## config.mk

```make
export PLATFORM = sky130hd
export DESIGN_NAME = mul_issue_arbiter
export DESIGN_NICKNAME = d
export VERILOG_FILES = /design/src/rtl/mul_issue_arbiter.sv
export SDC_FILE = /design/constraint.sdc
export NUM_CORES = 1
export LEC_CHECK = 0
export CAP_MARGIN = 30
export CORE_MARGIN = 5
export CORE_UTILIZATION = 38
export CTS_CLUSTER_DIAMETER = 100
export DETAILED_ROUTE_END_ITERATION = 8
export PLACE_DENSITY = 0.87
export SYNTH_ARGS = -nofsm -noshare
export SYNTH_HDL_FRONTEND = slang
export SYNTH_SLANG_ARGS = --single-unit
```

## constraint.sdc

```tcl
create_clock -name clk -period 2.75 [get_ports clk]
set_clock_uncertainty 0.2 [all_clocks]
set_input_delay 0.4125 -clock clk [delete_from_list [all_inputs] [get_ports clk]]
set_output_delay 0.4125 -clock clk [all_outputs]
set_load 0.005 [all_outputs]
```

## src/rtl/mul_issue_arbiter.sv

```systemverilog
// mul_issue_arbiter: issues requests from two requesters into one pipelined multiplier and steers each result back
//
// Ports:
//   clk, rst              clock; asynchronous active-low reset
//   arb_en                1 = grants allowed, 0 = no new grants (in-flight ops still drain)
//   reqN_valid/ready      request handshake for requester N (N = 0, 1); ready marks the granted requester
//   reqN_opa/opb          32-bit operands for requester N
//   reqN_opcode/precision 2-bit opcode and precision for requester N
//   operand_a_reg, operand_b_reg, opcode_reg, precision_reg
//                         registered multiplier inputs, loaded on each handshake
//   mul_out               multiplier result, valid MUL_LATENCY cycles after its inputs are driven
//   rspN_valid            one-cycle strobe: rsp_data holds requester N's result
//   rsp_data              combinational copy of mul_out
//   busy                  an operation is in flight or is being granted this cycle
//
// Build option: define MUL_ARB_FIXED_PRIO_EN to give requester 0 fixed priority
// instead of round-robin arbitration.
module mul_issue_arbiter #(
    parameter int MUL_LATENCY = 3
) (
    input  logic        clk,
    input  logic        rst,
    input  logic        arb_en,
    input  logic        req0_valid,
    output logic        req0_ready,
    input  logic [31:0] req0_opa,
    input  logic [31:0] req0_opb,
    input  logic [1:0]  req0_opcode,
    input  logic [1:0]  req0_precision,
    input  logic        req1_valid,
    output logic        req1_ready,
    input  logic [31:0] req1_opa,
    input  logic [31:0] req1_opb,
    input  logic [1:0]  req1_opcode,
    input  logic [1:0]  req1_precision,
    output logic [31:0] operand_a_reg,
    output logic [31:0] operand_b_reg,
    output logic [1:0]  opcode_reg,
    output logic [1:0]  precision_reg,
    input  logic [31:0] mul_out,
    output logic        rsp0_valid,
    output logic        rsp1_valid,
    output logic [31:0] rsp_data,
    output logic        busy
);
    logic                 gnt0, gnt1, hs;
    logic [31:0]          opa_d, opa_q, opb_d, opb_q;
    logic [1:0]           opc_d, opc_q, prec_d, prec_q;
    logic [MUL_LATENCY:0] tv_d, tv_q, tid_d, tid_q;

    // Grants are suppressed while reset is asserted so every output reads 0 during reset.
`ifdef MUL_ARB_FIXED_PRIO_EN
    assign gnt0 = arb_en & rst & req0_valid;
    assign gnt1 = arb_en & rst & req1_valid & ~req0_valid;
`else
    logic last_d, last_q;
    // On contention the requester that did not win last time gets the grant.
    assign gnt0   = arb_en & rst & req0_valid & (~req1_valid | last_q);
    assign gnt1   = arb_en & rst & req1_valid & (~req0_valid | ~last_q);
    assign last_d = hs ? gnt1 : last_q;
    always_ff @(posedge clk or negedge rst) begin
        if (!rst) last_q <= 1'b1;
        else      last_q <= last_d;
    end
`endif

    assign hs = gnt0 | gnt1;

    always_comb begin
        opa_d  = hs ? (gnt1 ? req1_opa       : req0_opa)       : opa_q;
        opb_d  = hs ? (gnt1 ? req1_opb       : req0_opb)       : opb_q;
        opc_d  = hs ? (gnt1 ? req1_opcode    : req0_opcode)    : opc_q;
        prec_d = hs ? (gnt1 ? req1_precision : req0_precision) : prec_q;
        // Stage 0 captures this cycle's issue; the last stage lines up with mul_out.
        tv_d   = {tv_q[MUL_LATENCY-1:0], hs};
        tid_d  = {tid_q[MUL_LATENCY-1:0], gnt1};
    end

    always_ff @(posedge clk or negedge rst) begin
        if (!rst) begin
            opa_q  <= '0;
            opb_q  <= '0;
            opc_q  <= '0;
            prec_q <= '0;
            tv_q   <= '0;
            tid_q  <= '0;
        end else begin
            opa_q  <= opa_d;
            opb_q  <= opb_d;
            opc_q  <= opc_d;
            prec_q <= prec_d;
            tv_q   <= tv_d;
            tid_q  <= tid_d;
        end
    end

    assign req0_ready    = gnt0;
    assign req1_ready    = gnt1;
    assign operand_a_reg = opa_q;
    assign operand_b_reg = opb_q;
    assign opcode_reg    = opc_q;
    assign precision_reg = prec_q;
    assign rsp0_valid    = tv_q[MUL_LATENCY] & ~tid_q[MUL_LATENCY];
    assign rsp1_valid    = tv_q[MUL_LATENCY] & tid_q[MUL_LATENCY];
    assign rsp_data      = mul_out;
    assign busy          = (|tv_q) | hs;
endmodule

```

==> impl_metrics.env, run 1 <==
export IMPL_post_cts_buffers=0
export IMPL_slew_violations=0
export IMPL_hold_path_cell_count=0
export IMPL_ctsRootBufferMaster="clkbuf_8"
export IMPL_worst_r2r_path_depth=4
export IMPL_io_pins=278
export IMPL_grt_max_degree=138
export IMPL_fmax_ghz=0.382
export IMPL_top_layer_used="met4"
export IMPL_drtIter0Drc=377
export IMPL_routedWlPerCell_um=18.7
export IMPL_die_width_um=111
export IMPL_relSlewSlack=0.567
export IMPL_insertion_delay_ps=340
export IMPL_htreeDepth=3
export IMPL_vdd_drop_max_v=0.000243
export IMPL_critPathLaunchType="input pin"
export IMPL_gr_total_overflow=0
export IMPL_cts_tree="built"
export IMPL_cts_sinks=77
export IMPL_grt_antenna_before_repair=0
export IMPL_cp_num_buf_inv=3
export IMPL_fin_crit_ps=2620
export IMPL_synth_edff_count=0
export IMPL_synth_nets=613
export IMPL_row_count=37
export IMPL_cp_data_arrival_time_ps=2000
export IMPL_syn_area_mm2=0.00389
export IMPL_clock_path_buffers=2
export IMPL_hold_path_end="tid_q[2]$_DFF_PN0_"
export IMPL_reg2reg_from="last_q$_DFFE_PN1P_"
export IMPL_clkSlewWorstSetupHoldPaths_ps=80
export IMPL_p_int_mw=2.33
export IMPL_critPathTopFamily="buffers and inverters"
export IMPL_gp_congestion=0.869
export IMPL_pwr_share_comb=0.314
export IMPL_switching_power_uw=954
export IMPL_min_from="tid_q[1]$_DFF_PN0_"
export IMPL_avgSynthCellArea_um2=8.84
export IMPL_portBuffers=213
export IMPL_synth_top_area_share=0.489
export IMPL_finalCritPeriodShare=0.951
export IMPL_finalPower_mw=3.28
export IMPL_drive_gt1_frac=0.0666
export IMPL_start_util=0.384
export IMPL_status="finished clean"
export IMPL_timing_max_cap_violations=0
export IMPL_syn_to_final_growth_pct=55.3
export IMPL_crit_chain="dlygate4sd3_1, buf_4, nand3_1, a21oi_1, clkdlybuf4s50_1"
export IMPL_pwr_share_clk=0.256
export IMPL_grt_util_all_layers=0.216
export IMPL_hp_class="reg2reg"
export IMPL_die_y_um=111
export IMPL_drt_total_wl_um=13700
export IMPL_synth_cell_type_count=22
export IMPL_yosys_register_bits=77
export IMPL_dr_pass1_iters=6
export IMPL_async_flop_share=1.00
export IMPL_finalHoldViolations=0
export IMPL_n_fill_cell=851
export IMPL_r2r_end="operand_b_reg[1]$_DFFE_PN0P_"
export IMPL_wl_met3_um=1050
export IMPL_vias_per_cell=5.56
export IMPL_pre_cts_ws_ps=161
export IMPL_yosysWarningCount=0
export IMPL_dieArea_mm2=0.0124
export IMPL_yosys_area_top_type="dfrtp_1"
export IMPL_utilization=0.596
export IMPL_synth_area_leaders="dfrtp_1 49%, a31oi_1 11%, o21ai_0 8.9%"
export IMPL_cts_buffers=9
export IMPL_dpl_instance_area_mm2=0.00585
export IMPL_crit_fanout=5
export IMPL_seqPwrFrac=0.430
export IMPL_synth_ff_type="dfrtp_1"
export IMPL_worstPathRequired_ps=2140
export IMPL_syn_inst=440
export IMPL_nNetsFinal=770
export IMPL_num_antenna_cells=0
export IMPL_drc_errors=0
export IMPL_synth_seq_area_share=0.496
export IMPL_critPathKind="in2out"
export IMPL_rsz0062_at_grt="false"
export IMPL_post_dp_hpwl_um=9270
export IMPL_sw_frac_of_total=0.291
export IMPL_final_setup_tns_ps=0
export IMPL_cp_end_kind="primary output"
export IMPL_worstMarginPinSlew_ps=650
export IMPL_grt_pass1_wl_um=21500
export IMPL_p_leak_nw=2.24
export IMPL_core_area_mm2=0.0101
export IMPL_cp_slowest_stage_delay_ps=560
export IMPL_ant_nets=0
export IMPL_finalInstanceArea_mm2=0.00604
export IMPL_critPathSlowestCell="clkdlybuf4s50_1"
export IMPL_grt_pass1_vias=4047
export IMPL_layout_setup_ws_ps=134
export IMPL_routedLengthMet1_um=5320
export IMPL_synth_top_cells_by_count="76 x dfrtp_1, 69 x nor2_1, 69 x o21ai_0"
export IMPL_post_synth_top_count_cell="dfrtp_1"
export IMPL_powerDensity_mw_per_mm2=543
export IMPL_via_count=4099
export IMPL_finalSetupViolCount=0
export IMPL_rrSetupSlack_ps=740
export IMPL_wl_met2_um=6690
==> layout make-up <==
class / instances / area, um^2 / share of cell area
clock buffers: 10 / 128 / 0.0211
clock inverters: 5 / 52.6 / 0.00870
multi-input cells: 286 / 1510 / 0.250
repair buffers: 222 / 2250 / 0.372
flip-flops and latches: 77 / 1930 / 0.319
inverters: 1 / 3.75 / 0.000621
well taps: 136 / 170 / 0.0282
==> what timing repair did <==
action,CTS,global route
endpoints found under the setup margin,0,1
hold buffers,1,0
resized for setup,0,1
endpoints found under the hold margin,36,0
==> metal layers <==
metal  GRT usage  up-vias
met1       0.257     1970
met2       0.355      220
li1            -     1851
met4       0.118        0
met3      0.0551       58
met5           0        -
==> placed cells by master (no fill, tap or decap) <==
cell type        count
a21oi_1              1
a31oi_1             68
and2_1               1
and2_2               1
and3_2               1
buf_12               4
buf_4                5
bufinv_16            1
clkbuf_1             1
clkbuf_8             9
clkdlybuf4s50_1    212
clkinv_2             3
clkinvlp_4           1
dfrtp_1             76
dfstp_2              1
dlygate4sd3_1        1
inv_1                1
nand2_1              1
nand2_2              1
nand2b_1             1
nand3_1             59
nand3_2             11
nor2_1              68
nor2_2               1
nor2b_1              1
nor4_1               1
o211a_4              1
o21ai_0             69
==> stage by stage <==
stage               hold WS, ps  cells
floorplan                 -83.1    440
global placement            139    720
detailed placement          135    721
CTS                         153    737
global route                160    737
finish                      146    737
==> worst reg2reg max path, delay by kind of cell, from the launching register on <==
family / cells / cell delay (ps)
AND/OR/NAND/NOR: 1 / 170
flip-flops: 1 / 570
buffers and inverters: 1 / 520
AO/OA/AOI/OAI: 2 / 470
==> how the worst max path moves through the flow <==
stage / end / slack [ps] / depth (start not counted) / from
after floorplan: req1_ready / 1130 / 3 / last_q$_DFFE_PN1P_
after global placement: req1_ready / 170 / 4 / arb_en
after detailed placement: req1_ready / 160 / 4 / arb_en
after CTS: req1_ready / 50 / 5 / rst
after global routing: req1_ready / 80 / 5 / rst
final: req0_ready / 130 / 5 / rst
==> power groups by stage <==
stage	Clock, mW	Combinational (mW)	Sequential (mW)
floorplan	0	0.371	1.44
global placement	0	1.01	1.42
detailed placement	0	1.03	1.43
CTS	0.871	1.04	1.41
global route	0.936	1.11	1.44
finish	0.840	1.03	1.41
==> logic make-up after synthesis <==
logic type             Yosys count  synth area share
AO/OA/AOI/OAI                  139             0.202
buffers and inverters           77             0.121
flip-flops                      77             0.496
AND/OR/NAND/NOR                147             0.181
Power figures use the tool's default switching activity.
==> run 2, diff against run 1 <==
- CTS_CLUSTER_SIZE: unset -> 10
==> results of run 2 <==
Final layout, timing and power as in run 1 (identical DEF).
==> run 3, diff against run 2 <==
- CORE_MARGIN: 5 -> 4
==> run 3 against run 2 <==
Clock-buffer cell count down 1. First-iteration DRC count up 5.0%. Die area shrank 3.6%. Design area increased by 1.5%. Setup slack better by 5.4 ps. Critical path type unchanged. Largest cell class unchanged.
==> impl_metrics.env, run 3 (synthesis results as in run 1) <==
export IMPL_status="finished clean"
export IMPL_via_count=4056
export IMPL_start_util=0.394
export IMPL_drt_total_wl_um=13400
export IMPL_num_antenna_cells=0
export IMPL_core_area_mm2=0.00986
export IMPL_cts_sinks=77
export IMPL_cts_tree="built"
export IMPL_drive_gt1_frac=0.0681
export IMPL_grt_antenna_before_repair=0
export IMPL_row_count=36
export IMPL_relSlewSlack=0.587
export IMPL_dp_cells=718
export IMPL_utilization=0.622
export IMPL_post_cts_buffers=0
export IMPL_p_int_mw=2.62
export IMPL_finalHoldViolations=0
export IMPL_insertion_delay_ps=340
export IMPL_grt_max_degree=138
export IMPL_nNetsFinal=770
export IMPL_slew_violations=0
export IMPL_die_width_um=109
export IMPL_portBuffers=213
export IMPL_clkSlewWorstSetupHoldPaths_ps=80
export IMPL_pwr_share_clk=0.321
export IMPL_pwr_share_comb=0.287
export IMPL_finalPower_mw=3.59
export IMPL_n_fill_cell=790
export IMPL_post_dp_hpwl_um=8990
export IMPL_io_pins=278
export IMPL_finalSetupViolCount=0
export IMPL_hp_class="reg2reg"
export IMPL_vias_per_cell=5.52
export IMPL_ant_nets=0
export IMPL_rsz0062_at_grt="false"
export IMPL_layout_setup_ws_ps=139
export IMPL_grt_pass1_wl_um=19900
export IMPL_layout_cells_most_common_list="212 x clkdlybuf4s50_1, 76 x dfrtp_1, 69 x nor2_1, 69 x o21ai_0, 68 x a31oi_1"
export IMPL_timing_max_cap_violations=0
export IMPL_routedWlPerCell_um=18.2
export IMPL_ctsRootBufferMaster="clkbuf_8"
export IMPL_dpl_instance_area_mm2=0.00585
export IMPL_post_cts_resized=0
export IMPL_drc_errors=0
export IMPL_finalInstanceArea_mm2=0.00613
export IMPL_critPathLaunchType="input pin"
export IMPL_layout_commonest_cell="clkdlybuf4s50_1"
export IMPL_htreeDepth=3
export IMPL_switching_power_uw=965
export IMPL_regArea_mm2=0.00193
export IMPL_die_y_um=109
export IMPL_p_leak_nw=2.29
export IMPL_dieArea_mm2=0.0119
export IMPL_pre_cts_ws_ps=137
export IMPL_gr_total_overflow=0
export IMPL_drtIter0Drc=396
export IMPL_crit_fanout=5
export IMPL_multi_input_area_mm2=0.00151
export IMPL_cp_data_arrival_time_ps=2000
export IMPL_final_setup_tns_ps=0
export IMPL_layout_cells_non_filler=735
export IMPL_holdWs_ps=152
export IMPL_cp_end_kind="primary output"
export IMPL_seqPwrFrac=0.392
export IMPL_finalCritPeriodShare=0.949
export IMPL_gp_congestion=0.765
export IMPL_critPathKind="in2out"
export IMPL_powerDensity_mw_per_mm2=585
export IMPL_fin_crit_ps=2610
export IMPL_vdd_drop_max_v=0.000295
export IMPL_syn_to_final_growth_pct=57.6
export IMPL_hold_buffers=1
export IMPL_grt_pass1_vias=3915
export IMPL_grt_util_all_layers=0.215
export IMPL_sw_frac_of_total=0.269
export IMPL_cts_buffers=9
export IMPL_dr_pass1_iters=6
export IMPL_fmax_ghz=0.383
export IMPL_clock_path_buffers=2
export IMPL_worstMarginPinSlew_ps=619
export IMPL_worstPathRequired_ps=2140
[run 3: critical path, cell delays in order]
cell and delay, ps:
dlygate4sd3_1 530, buf_4 140, nand3_2 70, nor2_1 190, buf_4 160, clkdlybuf4s50_1 490
[run 3: path summary, 6_finish.rpt]
check	startpoint	to	slack, ps	cells past startpoint
worst max register to register	last_q$_DFFE_PN1P_	operand_b_reg[21]$_DFFE_PN0P_	820	4
worst max-delay path	rst	req1_ready	140	6
min in group asynchronous	rst	operand_b_reg[26]$_DFFE_PN0P_	470	3
max in group asynchronous	rst	last_q$_DFFE_PN1P_	1260	4
worst min register to register	tid_q[0]$_DFF_PN0_	tid_q[1]$_DFF_PN0_	150	0
worst min-delay path	tid_q[0]$_DFF_PN0_	tid_q[1]$_DFF_PN0_	150	0
[run 3: power groups by stage]
stage                     logic [mW]  registers, mW  clock network (mW)
after floorplan                0.371           1.44                   0
after global placement          1.00           1.42                   0
after detailed placement        1.03           1.43                   0
after CTS                       1.04           1.41                1.18
after global routing            1.12           1.43                1.22
final                           1.03           1.41                1.15
[run 3: routing by layer]
metal | GRT usage | part of all wire
met1 | 0.251 | 0.38
met2 | 0.374 | 0.49
met3 | 0.0385 | 0.091
met4 | 0.118 | 0.040
met5 | 0 | 0
[run 3: final cells by class]
cell class,count,area share
clock inverter,7,0.0237
sequential,77,0.314
tap,133,0.0271
timing repair buffer,222,0.368
multi-input combinational,286,0.246
inverter,1,0.000612
clock buffer,9,0.0202
